--- config.mk ---
export PLATFORM = sky130hd
export DESIGN_NAME = pwm_capture_flat
export DESIGN_NICKNAME = d
export VERILOG_FILES = /design/src/rtl/pwm_capture_pkg.sv /design/src/rtl/pwm_capture_if.sv /design/src/rtl/pwm_capture_sync_edge.sv /design/src/rtl/pwm_capture.sv /design/src/flat_wrapper.sv
export SDC_FILE = /design/constraint.sdc
export NUM_CORES = 1
export LEC_CHECK = 0
export BUFFER_PORTS_ARGS = -buffer_cell sky130_fd_sc_hd__buf_4
export CAP_MARGIN = 20
export CORE_MARGIN = 3
export CORE_UTILIZATION = 45
export CTS_CLUSTER_SIZE = 12
export DETAILED_ROUTE_END_ITERATION = 10
export PLACE_DENSITY_LB_ADDON = 0.1
export SLEW_MARGIN = 20
export SYNTH_ARGS = -nofsm -noshare
export SYNTH_HDL_FRONTEND = slang
export SYNTH_HIERARCHICAL = 1
export SYNTH_SLANG_ARGS = --single-unit
--- constraint.sdc ---
create_clock -name sys_clk -period 2.2 [get_ports sys_clk]
set_input_delay 0.33 -clock sys_clk [delete_from_list [all_inputs] [get_ports sys_clk]]
set_output_delay 0.33 -clock sys_clk [all_outputs]
set_load 0.01 [all_outputs]
--- src/rtl/pwm_capture_pkg.sv ---
// Shared constants for the pwm_capture peripheral: register map and CTRL/STATUS bit layout.
package pwm_capture_pkg;

    // Register addresses on the peripheral bus
    localparam logic [1:0] ADDR_HIGH   = 2'd0;
    localparam logic [1:0] ADDR_PERIOD = 2'd1;
    localparam logic [1:0] ADDR_CTRL   = 2'd2;

    // CTRL/STATUS bit positions
    localparam int unsigned CTRL_EN    = 0;
    localparam int unsigned CTRL_VALID = 1;
    localparam int unsigned CTRL_OVF   = 2;

endpackage

--- src/rtl/pwm_capture_if.sv ---
// Simple chip-select/write-enable peripheral bus shared with the PWM generator.
// Read data is named dout because "do" is a reserved word.
interface pwm_capture_if #(
    parameter int unsigned WIDTH = 16
);
    logic             cs;
    logic             wren;
    logic [1:0]       addr;
    logic [WIDTH-1:0] di;
    logic [WIDTH-1:0] dout;

    modport master (output cs, output wren, output addr, output di, input dout);
    modport slave  (input cs, input wren, input addr, input di, output dout);
endinterface

--- src/rtl/pwm_capture_sync_edge.sv ---
// Two-flop synchronizer plus a previous-value flop; emits one-cycle rise/fall pulses.
// Both edges see the same latency, so interval measurements are unaffected.
module sync_edge (
    input  logic sys_clk,
    input  logic sys_rst_n,
    input  logic din,
    output logic rise,
    output logic fall
);
    logic sync1_q, sync2_q, prev_q;

    // Synchronizer chain and edge-history flop
    always_ff @(posedge sys_clk or negedge sys_rst_n) begin
        if (!sys_rst_n) begin
            sync1_q <= 1'b0;
            sync2_q <= 1'b0;
            prev_q  <= 1'b0;
        end else begin
            sync1_q <= din;
            sync2_q <= sync1_q;
            prev_q  <= sync2_q;
        end
    end

    assign rise = sync2_q & ~prev_q;
    assign fall = ~sync2_q & prev_q;
endmodule

--- src/rtl/pwm_capture.sv ---
// Input-capture peripheral: measures high time and period of an external pulse train in
// sys_clk cycles and exposes them on the peripheral bus.
module pwm_capture
    import pwm_capture_pkg::*;
#(
    parameter int unsigned WIDTH = 16
) (
    input  logic           sys_clk,
    input  logic           sys_rst_n,
    input  logic           pin,
    pwm_capture_if.slave   bus
);
    logic             rise, fall;
    logic [WIDTH-1:0] cnt_q, cnt_d;
    logic [WIDTH-1:0] high_tmp_q, high_tmp_d;
    logic [WIDTH-1:0] high_q, high_d;
    logic [WIDTH-1:0] period_q, period_d;
    logic             en_q, en_d;
    logic             armed_q, armed_d;
    logic             hi_seen_q, hi_seen_d;
    logic             valid_q, valid_d;
    logic             ovf_q, ovf_d;
    logic             ctrl_wr;
    logic             sat;
    logic [WIDTH-1:0] rdata;
    logic             unused_di;

    assign unused_di = ^bus.di[WIDTH-1:3];

    sync_edge u_sync_edge (
        .sys_clk   (sys_clk),
        .sys_rst_n (sys_rst_n),
        .din       (pin),
        .rise      (rise),
        .fall      (fall)
    );

    assign ctrl_wr = bus.cs & bus.wren & (bus.addr == ADDR_CTRL);
    assign sat     = &cnt_q;

    // Next-state: control writes, counter, arming and capture
    always_comb begin
        cnt_d      = cnt_q;
        high_tmp_d = high_tmp_q;
        high_d     = high_q;
        period_d   = period_q;
        en_d       = en_q;
        armed_d    = armed_q;
        hi_seen_d  = hi_seen_q;
        valid_d    = valid_q;
        ovf_d      = ovf_q;

        if (ctrl_wr) begin
            en_d = bus.di[CTRL_EN];
            if (bus.di[CTRL_VALID]) valid_d = 1'b0;
            if (bus.di[CTRL_OVF])   ovf_d   = 1'b0;
        end

        if (!en_q || !en_d) begin
            // Disabled (or being disabled): drop measurement state, keep results
            armed_d   = 1'b0;
            cnt_d     = '0;
            hi_seen_d = 1'b0;
        end else begin
            // Hardware sets come after the W1C clears so set wins
            if (armed_q && sat) ovf_d = 1'b1;
            if (rise) begin
                cnt_d     = {{(WIDTH-1){1'b0}}, 1'b1};
                hi_seen_d = 1'b0;
                if (!armed_q) begin
                    armed_d = 1'b1;
                end else if (!sat && hi_seen_q) begin
                    period_d = cnt_q;
                    high_d   = high_tmp_q;
                    valid_d  = 1'b1;
                end
            end else begin
                if (fall && armed_q && !sat) begin
                    high_tmp_d = cnt_q;
                    hi_seen_d  = 1'b1;
                end
                if (armed_q && !sat) cnt_d = cnt_q + 1'b1;
            end
        end
    end

    // State registers
    always_ff @(posedge sys_clk or negedge sys_rst_n) begin
        if (!sys_rst_n) begin
            cnt_q      <= '0;
            high_tmp_q <= '0;
            high_q     <= '0;
            period_q   <= '0;
            en_q       <= 1'b0;
            armed_q    <= 1'b0;
            hi_seen_q  <= 1'b0;
            valid_q    <= 1'b0;
            ovf_q      <= 1'b0;
        end else begin
            cnt_q      <= cnt_d;
            high_tmp_q <= high_tmp_d;
            high_q     <= high_d;
            period_q   <= period_d;
            en_q       <= en_d;
            armed_q    <= armed_d;
            hi_seen_q  <= hi_seen_d;
            valid_q    <= valid_d;
            ovf_q      <= ovf_d;
        end
    end

    // Combinational read mux, zero when not selected
    always_comb begin
        rdata = '0;
        if (bus.cs) begin
            case (bus.addr)
                ADDR_HIGH:   rdata = high_q;
                ADDR_PERIOD: rdata = period_q;
                ADDR_CTRL: begin
                    rdata[CTRL_EN]    = en_q;
                    rdata[CTRL_VALID] = valid_q;
                    rdata[CTRL_OVF]   = ovf_q;
                end
                default:     rdata = '0;
            endcase
        end
    end

    assign bus.dout = rdata;
endmodule

--- src/flat_wrapper.sv ---
// flat-port wrapper written by rule: the top's interface ports become plain ports
module pwm_capture_flat import pwm_capture_pkg::*;
#(
    parameter int unsigned WIDTH = 16
)
  (sys_clk, sys_rst_n, pin, bus_cs, bus_wren, bus_addr, bus_di, bus_dout);
  pwm_capture_if #(.WIDTH(WIDTH)) bus_i ();
  input  logic sys_clk;
  input  logic sys_rst_n;
  input  logic pin;
  input wire logic [$bits(bus_i.cs)-1:0] bus_cs;
  input wire logic [$bits(bus_i.wren)-1:0] bus_wren;
  input wire logic [$bits(bus_i.addr)-1:0] bus_addr;
  input wire logic [$bits(bus_i.di)-1:0] bus_di;
  output wire logic [$bits(bus_i.dout)-1:0] bus_dout;
  assign bus_i.cs = bus_cs;
  assign bus_i.wren = bus_wren;
  assign bus_i.addr = bus_addr;
  assign bus_i.di = bus_di;
  assign bus_dout = bus_i.dout;
  pwm_capture #(.WIDTH(WIDTH)) u_core (.sys_clk(sys_clk), .sys_rst_n(sys_rst_n), .pin(pin), .bus(bus_i));
endmodule
# After elaboration in Yosys (flattened, before gate mapping)
# Cells that the tools add are included.
[word_totals]
reg_bits = 72
wordCells = 61
output_inout_bits = 16
[classes]
n_eq_ne = 2
n_reduce_logical = 16
addsub = 1
n_bitwise = 8
muxes = 22
[op_table]
columns = ["cell", "count"]
rows = [
  ["two-way mux 16 bit", 4],
  ["one-hot mux 13 bit (2 select lines)", 1],
  ["adder 16 x 1 -> 16 bit, second input constant", 1],
  ["two-way mux 1 bit", 16],
  ["AND reduction 16 bit", 1],
  ["one-hot mux 3 bit (3 select lines)", 1],
  ["nonzero test 3 bit", 2],
  ["logical AND 1 bit", 5],
  ["AND 1 bit", 4],
  ["NOT 1 bit", 4],
  ["AND reduction 4 bit", 1],
  ["zero test 1 bit", 3],
  ["AND reduction 3 bit", 1],
  ["== test 2 x 1 -> 1 bit, second input constant", 1],
  ["== test 2 bit, second input constant", 1],
  ["zero test 2 bit", 1],
  ["nonzero test 2 bit", 1],
  ["logical OR 1 bit", 1],
]

# Logic depth before layout (Yosys ltp)
# Gate-level depths: netlist (run 1).
[depth]
word_depth = 7
ltp_mapped = 6
ltp_nobuf = 5

# Hierarchy
# The synthesis (run 1) kept the hierarchy.
[by_module_without_submodules]
columns = ["module", "area_each_um2", "cells_each", "instances"]
rows = [
  ["pwm_capture", 3210.6, 263, 1],
  ["sync_edge", 90.1, 5, 1],
]

# Worst setup path before layout (run 1)
# OpenSTA, ideal clock, no wires.
[synth_path]
path_kind = "register -> register"
start = "register u_core.cnt_q[0]"
end = "register u_core.high_tmp_q[9]"
path_slack_ns = 0.210
required_ns = 2.072
arrival_time_ns = 1.862
period_less_slack_ns = 1.990
path_buffers = 1
path_stages_with_launch = 7
setup_ns = 0.128
path_cell_list = "dfrtp_1 -> ha_1 -> nand3_1 -> o41ai_4 -> nor3_4 -> buf_2 -> mux2_1"
[synth_via]
elab_chain_len = 4
[synth_rtl]
columns = ["item", "line", "rtl"]
rows = [
  ["from (decl)", "pwm_capture.sv:14", "logic [WIDTH-1:0] cnt_q, cnt_d;"],
  ["from (signal assigned)", "pwm_capture.sv:100", "cnt_q <= cnt_d;"],
  ["AND reduction 16 bit", "pwm_capture.sv:39", "assign sat = &cnt_q;"],
  ["zero test 1 bit", "pwm_capture.sv:78", "if (fall && armed_q && !sat) begin"],
  ["logical AND 1 bit", "pwm_capture.sv:78", ""],
  ["AND reduction 3 bit (no source line)", "-", ""],
  ["to (signal assigned)", "pwm_capture.sv:101", "high_tmp_q <= high_tmp_d;"],
  ["to (decl)", "pwm_capture.sv:15", "logic [WIDTH-1:0] high_tmp_q, high_tmp_d;"],
]
# No other way between the ends.
# A chain may end at the register's enable or synchronous reset.

# Worst setup path after layout (run 1)
[layout_path]
start = "register u_core.cnt_q[0]"
end = "register u_core.period_q[8]"
[layout_via]
elab_chain_len = 4
[layout_rtl]
columns = ["item", "line", "rtl"]
rows = [
  ["AND reduction 16 bit", "pwm_capture.sv:39", ""],
  ["zero test 1 bit", "pwm_capture.sv:72", "end else if (!sat && hi_seen_q) begin"],
  ["logical AND 1 bit", "pwm_capture.sv:72", ""],
  ["AND reduction 4 bit (no source line)", "-", ""],
  ["to (signal assigned)", "pwm_capture.sv:103", "period_q <= period_d;"],
  ["to (decl)", "pwm_capture.sv:17", "logic [WIDTH-1:0] period_q, period_d;"],
]
# No other way between the ends.

==> results summary, run 1 <==
The final count of pins violating max slew came out at 0. The number of fill cells is 592. The number of clock sinks seen by CTS is between 70 and 80. The worst hold margin came out at ~0.096 ns. For this block, the via count after detailed routing is around 2,200. Dividing the final minimum period by the clock period gives 0.894.

The worst register-to-register path begins at u_core/cnt_q[0]. The flow ran to the end, and the final reports show no timing, DRC or antenna violations. Of all flip-flops after synthesis, the portion carrying an async set or reset was 1.00. The data arrival time of the critical path came out at approximately 2.2 ns. The quantity of gates resized following cts came out at 0. The overall power after layout is around 2.7 mW. The insertion delay of the later-clocked pin in the worst-skew pair came out at around 0.34 ns. The number of antenna diodes in the final layout is 0.

The number of antenna violations at the first check in global routing came out at 0. The transition time of the tightest slew-check pin is between 0.8 and 0.9 ns. The synthesized area divided by synthesized cell count is 12.3 µm². The sequential cells in the finished layout cover a total of between 1500 and 2000 µm². The last weighted congestion value of the routability-driven placer is between 0.7 and 0.8. TritonCTS built the clock tree. The number of DRC violations after detailed-routing iteration 0 came out at around 150. The sort of element at the start of the critical path is a register. In this run the tool buffered the top-level ports with 25 buffer cells. Counting every net in the synthesized netlist gives 292. Counting the buffers created by CTS gives 9.

The worst setup path is captured at a register. The reg2reg setup slack is roughly 0.23 ns. Among all flip-flop cells after synthesis, the most frequent one is dfrtp_1. Of all nets on the critical path, the largest fanout is 19. In the routed layout, each cell is associated on average with a via count of 5.25. The global-route usage over all layers is 0.171.

In this run, synthesis inferred 0 flip-flops with an integrated enable. The total of warnings raised by yosys is 6. For this run, the register share of the synthesized area comes to 0.546. The required time of the critical path came out at 2.41 ns. The total grt overflow came out at 0. Of the cells placed in the final design, the portion with a size suffix greater than 1 is 0.259.

The final number of hold-violating endpoints is 0. The synthesized cell area came out at around 3300 µm². At the placement stage, the worst setup path has a slack of -0.136 ns. The count of nets after finishing came out at 351.

The number of setup buffers added after CTS came out at 2. The top-level port count came out at 39. The count of H-tree levels built during CTS is 3. The row count is 30. The clock tree root buffer cell is clkbuf_8. The final-report setup violation count came out at 0. The detailed-router iteration count before antenna repair is 4. The starting utilization of the core area came out at 0.475. The worst-case IR drop observed on VDD is roughly 0.00034 V. The maximum clock skew at final layout came out at 0.0124 ns. The die span in y came out at about 90 µm. Entering global routing, the biggest net connects 73 pins. In this run the worst setup path terminates at u_core/period_q[8].

The most critical setup path has its startpoint at u_core/cnt_q[0]. The synthesized instance count is between 200 and 300. The setup TNS is 0 ns. The die outline area is between 8000 and 9000 µm². The total length of routed wires is roughly 6500 µm. The detailed-route wire length per cell came out at ~15 µm. The tightest min-delay check is of the in2reg type. The worst slew margin relative to its limit came out at 0.406. In the final layout, the multi-input gates occupy ~1400 µm².

The distinct cell type count after synthesis is between 40 and 50. Hold repair after CTS inserted 0 buffers. From left edge to right edge, the die measures 91.6 µm. In this run the remaining antenna-violating nets after routing total 0.

The first global-routing pass estimated 11,500 µm of wire. The clock-pin slew of the registers on the worst-case setup and hold paths is around 0.080 ns. The number of buffers between clock root and the deepest sink came out at 2. Counting I/O delays and the setup requirement, the final critical path takes slightly below 2 ns. Setup repair after global routing left no endpoint under its margin. The remaining design rule violation count is 0. The count of state elements after synthesis is slightly above 70. The final critical-path setup slack is around 0.23 ns.

The number of global-route vias before repair is 2,379. The core region is slightly below 7000 µm². The leakage power summed over all cells is roughly 2 nW.

Across the run, the number of max-cap violations was 0. The number of cells on the worst reg-to-reg path is 7. The fmax came out at between 500 and 600 MHz. The half-perimeter wire length after placement came out at ~4400 µm. The worst register-to-register path ends at u_core/period_q[8]. The critical path class is reg2reg. The growth of design area from synthesis to finish came out at 24.0%. The power density relative to cell area is roughly 670 nW/µm².
[sequential cells by signal, summed over array words and instances (netlist names)]
name                        cells
u_core/u_sync_edge/sync2_q      1
u_core/ovf_q                    1
u_core/hi_seen_q                1
u_core/cnt_q                   16
u_core/u_sync_edge/prev_q       1
u_core/high_tmp_q              16
u_core/period_q                16
u_core/high_q                  16
u_core/valid_q                  1
u_core/en_q                     1
u_core/armed_q                  1
u_core/u_sync_edge/sync1_q      1
[final cells by class]
class / count / share of cell area
Inverter: 4 / 0.00367
Sequential cell: 72 / 0.440
Timing Repair Buffer: 62 / 0.123
Clock inverter: 5 / 0.0193
Clock buffer: 11 / 0.0370
Tap cell: 96 / 0.0294
Multi-Input combinational cell: 178 / 0.347
[routing by layer]
layer	track usage	up-vias	routed length [µm]
met1	0.240	1115	3170
met2	0.266	34	3020
met5	0	-	0
met4	0.0666	0	85
li1	-	1091	-
met3	0.0295	9	204
[worst max-delay path, cell delays in order (launching register included)]
cell	delay, ns
dfrtp_1	0.39
ha_1	0.22
nand3_1	0.15
o41ai_4	0.08
buf_4	0.17
nor3_4	0.27
buf_12	0.21
mux2_1	0.33
[synth_stat cells, types with 2 or more instances]
| master | number | area share |
|---|---|---|
| nand2_1 | 12 | 0.014 |
| clkbuf_1 | 5 | 0.0057 |
| buf_1 | 2 | 0.0023 |
| inv_1 | 3 | 0.0034 |
| and2_1 | 3 | 0.0057 |
| and4_1 | 2 | 0.0053 |
| o31ai_1 | 3 | 0.0068 |
| nor4_1 | 2 | 0.0038 |
| nand2b_1 | 2 | 0.0038 |
| nor2_1 | 18 | 0.020 |
| dfrtp_1 | 72 | 0.55 |
| nand3_1 | 5 | 0.0076 |
| or4_1 | 3 | 0.0068 |
| xor2_1 | 2 | 0.0053 |
| mux2_1 | 48 | 0.16 |
| a21o_1 | 3 | 0.0068 |
| and3_1 | 2 | 0.0038 |
| buf_2 | 4 | 0.0061 |
| or3_1 | 7 | 0.013 |
| o21ai_0 | 11 | 0.017 |
| o21ai_1 | 3 | 0.0045 |
| nand4_1 | 4 | 0.0076 |
| buf_4 | 3 | 0.0068 |
| mux2i_1 | 16 | 0.049 |
| a21oi_1 | 13 | 0.020 |
| nor2b_1 | 2 | 0.0038 |
[cell usage in the layout (no fill, tap or decap), types with 3 or more instances in the layout]
cell type	instances
dfrtp_1	72
buf_12	3
or4_1	3
or3_1	7
and2_1	3
nand3_1	5
nor2_1	18
mux2i_1	16
clkbuf_8	11
nand2_1	12
buf_4	59
nand4_1	4
o21ai_0	11
mux2_1	48
o21ai_1	3
a21oi_1	13
o31ai_1	3
inv_1	3
a21o_1	3
[stage by stage]
| step | std cells | area (µm²) | util |
|---|---|---|---|
| final | 428 | 4090 | 0.589 |
| after global routing | 428 | 4090 | 0.589 |
| after CTS | 428 | 4090 | 0.589 |
| after detailed placement | 410 | 3830 | 0.552 |
| after global placement | 410 | 3830 | 0.552 |
| after floorplan | 268 | 3300 | - |
[power breakdown]
| group | leakage [nW] | total (mW) | internal (mW) | switching (mW) |
|---|---|---|---|---|
| Combinational | 0.944 | 0.198 | 0.0772 | 0.121 |
| Sequential | 0.996 | 1.36 | 1.34 | 0.0130 |
| Clock | 0.119 | 1.18 | 0.699 | 0.484 |
[worst min path at each step]
stage / from / to / cells after the start
6_report: pin / u_core/u_sync_edge/sync1_q / 1
5_1_grt: pin / u_core/u_sync_edge/sync1_q / 1
4_1_cts: pin / u_core/u_sync_edge/sync1_q / 1
3_5_place_dp: u_core/u_sync_edge/sync1_q / u_core/u_sync_edge/sync2_q / 0
3_3_place_gp: u_core/u_sync_edge/sync1_q / u_core/u_sync_edge/sync2_q / 0
2_1_floorplan: sys_rst_n / u_core/armed_q / 0
[cells by family after synthesis]
logic type | after synthesis | share of synthesized area
AO/OA/AOI/OAI | 40 | 0.0807
XOR/XNOR | 3 | 0.00796
adder cells (fa/ha/maj) | 1 | 0.00379
buffers and inverters | 18 | 0.0254
flip-flops | 72 | 0.546
multiplexers | 64 | 0.212
AND/OR/NAND/NOR | 70 | 0.124
Power figures use the tool's default switching activity.
==> run 2, diff against run 1 <==
- ABC_AREA: not set -> 1
==> run 2 against run 1 <==
Area after synthesis increased by 3.0%. Non-clock buffer count decreased by 28. Via count increased by 21%. Setup slack improved by 0.012 ns. Flip-flop and latch count unchanged. Synthesized cell count increased by 59%. Routed wire length increased by 11%. Core utilization decreased by 4.6 points. Global-route usage increased by 1.1 points.
==> results summary, run 2 <==
The flow ran to the end, and the final reports show no timing, DRC or antenna violations. The number of DRC violations after detailed-routing iteration 0 is 147 (-0.68%). The worst vdd rail ir drop is 0.000297 V (-14%). The top cell types in the final layout, fill and taps aside, are 130 x nand2_1, 72 x dfrtp_1, 50 x inv_1. The setup TNS is 0 ns (unchanged). The portion of the post-synthesis area used by sequential elements is 0.530 (-0.0159). The compound-cell area share of the yosys netlist was 0.121 (+0.0407). The largest net degree at the start of global routing came out at 66 (-9.6%).

The hold-critical path endpoint is u_core/u_sync_edge/sync1_q. The last weighted congestion value of the routability-driven placer is 0.888 (+11%). The row count is 31 (+3.3%). The die span in y is 92.9 µm (+1.4%).

The remaining design rule violation count came out at 0 (unchanged). The area taken by flip-flops and latches is 1800 µm² (unchanged). The number of antenna violations at the first check in global routing came out at 0 (unchanged). The total of max-cap violations was 0 (unchanged). The count of H-tree levels built during CTS came out at 3 (unchanged). The count of nets after finishing came out at 481 (+37%). The horizontal die dimension is 92.9 µm (+1.4%).

The quantity of gates resized following cts came out at 0 (unchanged). The switching power is 0.682 mW (+11%). The total grt overflow was 0 (unchanged).

The synthesized instance count came to 426 (+59%). The switching share of power came out at 0.237 (+0.0113). The insertion delay of the later-clocked pin in the worst-skew pair came to 0.34 ns (about the same). The top-level port count came out at 39 (unchanged). The reg2reg setup slack came to 0.24 ns (about the same). The transition time of the tightest slew-check pin is 0.486 ns (-0.405 ns). The part of the power in registers came out at 0.475 (-0.020). Yosys attributes the largest share of cell area to dfrtp_1 53%, nand2_1 14%, o21ai_1 6.2%. The largest fanout on the critical path is 11 (-8). The proportion of power drawn by combinational gates was 0.074 (+0.002).

The total of warnings raised by yosys is 6 (unchanged). The detailed-route wire length per cell is 12.9 µm (-15%). On the critical path, the stage with the largest delay is an instance of dfrtp_1. Sorting the synthesized cells by how often they occur yields 130 x nand2_1, 72 x dfrtp_1, 50 x inv_1. The number of buffers between clock root and the deepest sink is 2 (unchanged). The net count after synthesis came out at 450 (+54%). The wire length of the first global-routing pass came out at 12,400 µm (+7.8%). The number of nets with antenna violations after routing is 0 (unchanged).

The detailed-router iteration count before antenna repair is 4 (unchanged). The fraction of layout instances using a drive strength above 1 came out at 0.143 (-0.116). The total instance count after detailed placement was 544 (+33%). The data arrival time of the critical path came to 2.24 ns (+0.06 ns). In the post-synthesis netlist, the cell with the most instances is nand2_1.

The synthesized cell area is 3400 µm² (+3.0%). The required time of the critical path is 2.48 ns (+0.07 ns). The sort of element at the start of the critical path is a register. The fraction of registers with async set or reset after synthesis was 1.00 (unchanged).

The multiplexer area fraction after synthesis came to 0 (-0.212). The flip-flop cell with the highest count after synthesis is dfrtp_1. The global-route usage over all layers came to 0.183 (+0.0115). The clock-pin slew of the registers on the worst-case setup and hold paths came to 0.08 ns (about the same). CTS placed an instance of clkbuf_8 at the clock tree root. The number of global-route vias before repair is 2,517 (+5.8%). The growth of design area from synthesis to finish is 16.6%.

The critical path goes through ha_1 > nand3_1 > nor2_2 > nand2_2 > nand2_2 > nand2_1 > inv_1 > nand2_1 > nand2_1. The final count of pins violating max slew came out at 0 (unchanged). The number of clock sinks seen by CTS is 72 (unchanged).

The die outline area came out at 8630 µm² (+2.8%). The minimum clock period after layout is 1.96 ns (-0.0116 ns). The number of buffers inserted by port buffering is 25 (unchanged).

The number of antenna repair diodes is 0 (unchanged). The clock network power share came out at 0.450 (+0.018). The final number of hold-violating endpoints is 0 (unchanged). The number of fill cells came out at 742 (+25%).

The area of combinational cells with multiple inputs came out at 1290 µm² (-9.2%). The total length of routed wires came out at 7230 µm (+11%). The overall via count from detail_route came out at 2,731 (+21%).

The leakage power summed over all cells came out at 1.79 nW (-13%). The library cell used most frequently in the layout, excluding fill and tap cells, is nand2_1. The share of Yosys cell area claimed by the top area cell type is 0.530 (-0.0159). The TritonCTS clock tree is done. The final-report setup violation count is 0 (unchanged).

In this run the worst hold path is classified as in2reg. The adder-cell share of the synthesized area came out at 0.00368 (-0.000110). The worst hold path cell count came out at 1 (unchanged). The number of CTS-inserted buffers was 9 (unchanged). The count of state elements after synthesis came out at 72 (unchanged). The simple-gate share of the synthesized area is 0.247 (+0.123). The fmax came to 511 MHz (+0.60%). The distinct cell type count after synthesis came out at 23 (-48%). The critical path class is reg2reg. By area, the combinational part of the netlist is dominated by simple AND/OR/NAND/NOR gates. Setup repair after global routing left no endpoint under its margin. The half-perimeter wire length after placement is 4920 µm (+11%). The maximum clock skew at final layout came out at 0.00700 ns (-0.00541 ns).

The endpoint identified for the worst register-to-register timing path is u_core/cnt_q[14]. The largest incremental delay on the critical path is 0.40 ns (about the same). The worst slew margin relative to its limit is 0.676 (+0.270). The synthesized area divided by synthesized cell count was 7.98 µm² (-35%). In this run the critical register-to-register path is launched from u_core/cnt_q[0].

The count of flip-flops with a built-in enable after synthesis is 0 (unchanged). The starting utilization of the core area came to 0.466 (-0.00912). The detailed-route vias per instance came to 4.87 (-7.4%). The worst hold path begins at pin. The power density relative to cell area is 727 nW/µm² (+8.7%). The core footprint is 7290 µm² (+5.0%). The largest area contributor in the synthesized netlist is dfrtp_1. The number of cells on the worst reg-to-reg path is 9 (+2).

The non-filler instance count after layout is 561 (+31%). The internal power component came out at 2.20 mW (+3.7%). The kind of end point of the critical path is a register. The most prevalent standard cell on the critical path is nand2_1.

The xor and xnor fraction of the mapped netlist area is 0.00773 (-0.000231). The final worst-path cycle share came to 0.889 (-0.00529).
==> run 2: what timing repair did <==
| action | CTS | global route |
|---|---|---|
| setup buffers | 0 | 0 |
| setup endpoints to repair | 0 | 0 |
| hold buffers | 1 | 0 |
| hold endpoints to repair | 25 | 0 |
==> run 2: cell families after synthesis <==
logic type	after synthesis
simple gates	198
compound gates	82
flops	72
buf+inv	70
xor+xnor	3
fa+ha+maj	1
==> run 2: final cells by class <==
type                    count  share of cell area
clock inverters             6              0.0290
well taps                  99              0.0313
repair buffers             34              0.0714
inverters                  56              0.0530
flip-flops and latches     72               0.455
multi-input cells         284               0.326
clock buffers              10              0.0347
==> run 2: power by group through the flow <==
stage / Sequential, mW / Clock [mW] / Combinational [mW]
final: 1.37 / 1.30 / 0.214
after global routing: 1.37 / 1.39 / 0.240
after global placement: 1.39 / 0 / 0.209
after floorplan: 1.39 / 0 / 0.112
after CTS: 1.37 / 1.33 / 0.215
after detailed placement: 1.39 / 0 / 0.213
==> run 2: worst max-delay path by stage <==
| stage | from | endpoint | slack [ns] | depth (start not counted) |
|---|---|---|---|---|
| final | u_core/cnt_q[0] | u_core/cnt_q[14] | 0.24 | 9 |
| after CTS | u_core/cnt_q[0] | u_core/cnt_q[14] | 0.28 | 9 |
| after global placement | u_core/cnt_q[0] | u_core/cnt_q[10] | 0.32 | 9 |
| after global routing | u_core/cnt_q[0] | u_core/cnt_q[14] | 0.04 | 9 |
| after floorplan | u_core/u_sync_edge/prev_q | u_core/period_q[12] | 0.60 | 8 |
| after detailed placement | u_core/cnt_q[0] | u_core/cnt_q[14] | 0.31 | 9 |
==> run 2: routing by layer <==
layer / vias up / global-route usage / part of all wire
li1: 1417 / - / -
met1: 1265 / 0.272 / 0.51
met2: 43 / 0.268 / 0.45
met3: 6 / 0.0268 / 0.036
met4: 0 / 0.0733 / 0.010
met5: - / 0 / 0
==> run 2: worst max-delay path, delay by kind of cell (launching register included) <==
| family | cells | cell delay [ns] |
|---|---|---|
| adder cells (fa/ha/maj) | 1 | 0.21 |
| buffers and inverters | 1 | 0.19 |
| flip-flops | 1 | 0.40 |
| AND/OR/NAND/NOR | 7 | 1.10 |
==> run 2: metrics by stage <==
stage	util	hold slack [ns]	setup WS [ns]	area (µm²)	total power [mW]
2_1_floorplan	-	0.0344	0.600	3400	1.50
3_3_place_gp	0.507	0.261	0.324	3700	1.60
3_5_place_dp	0.507	0.260	0.305	3700	1.61
4_1_cts	0.543	0.0681	0.279	3960	2.92
5_1_grt	0.543	0.0669	0.0354	3960	3.00
6_report	0.543	0.0879	0.244	3960	2.88
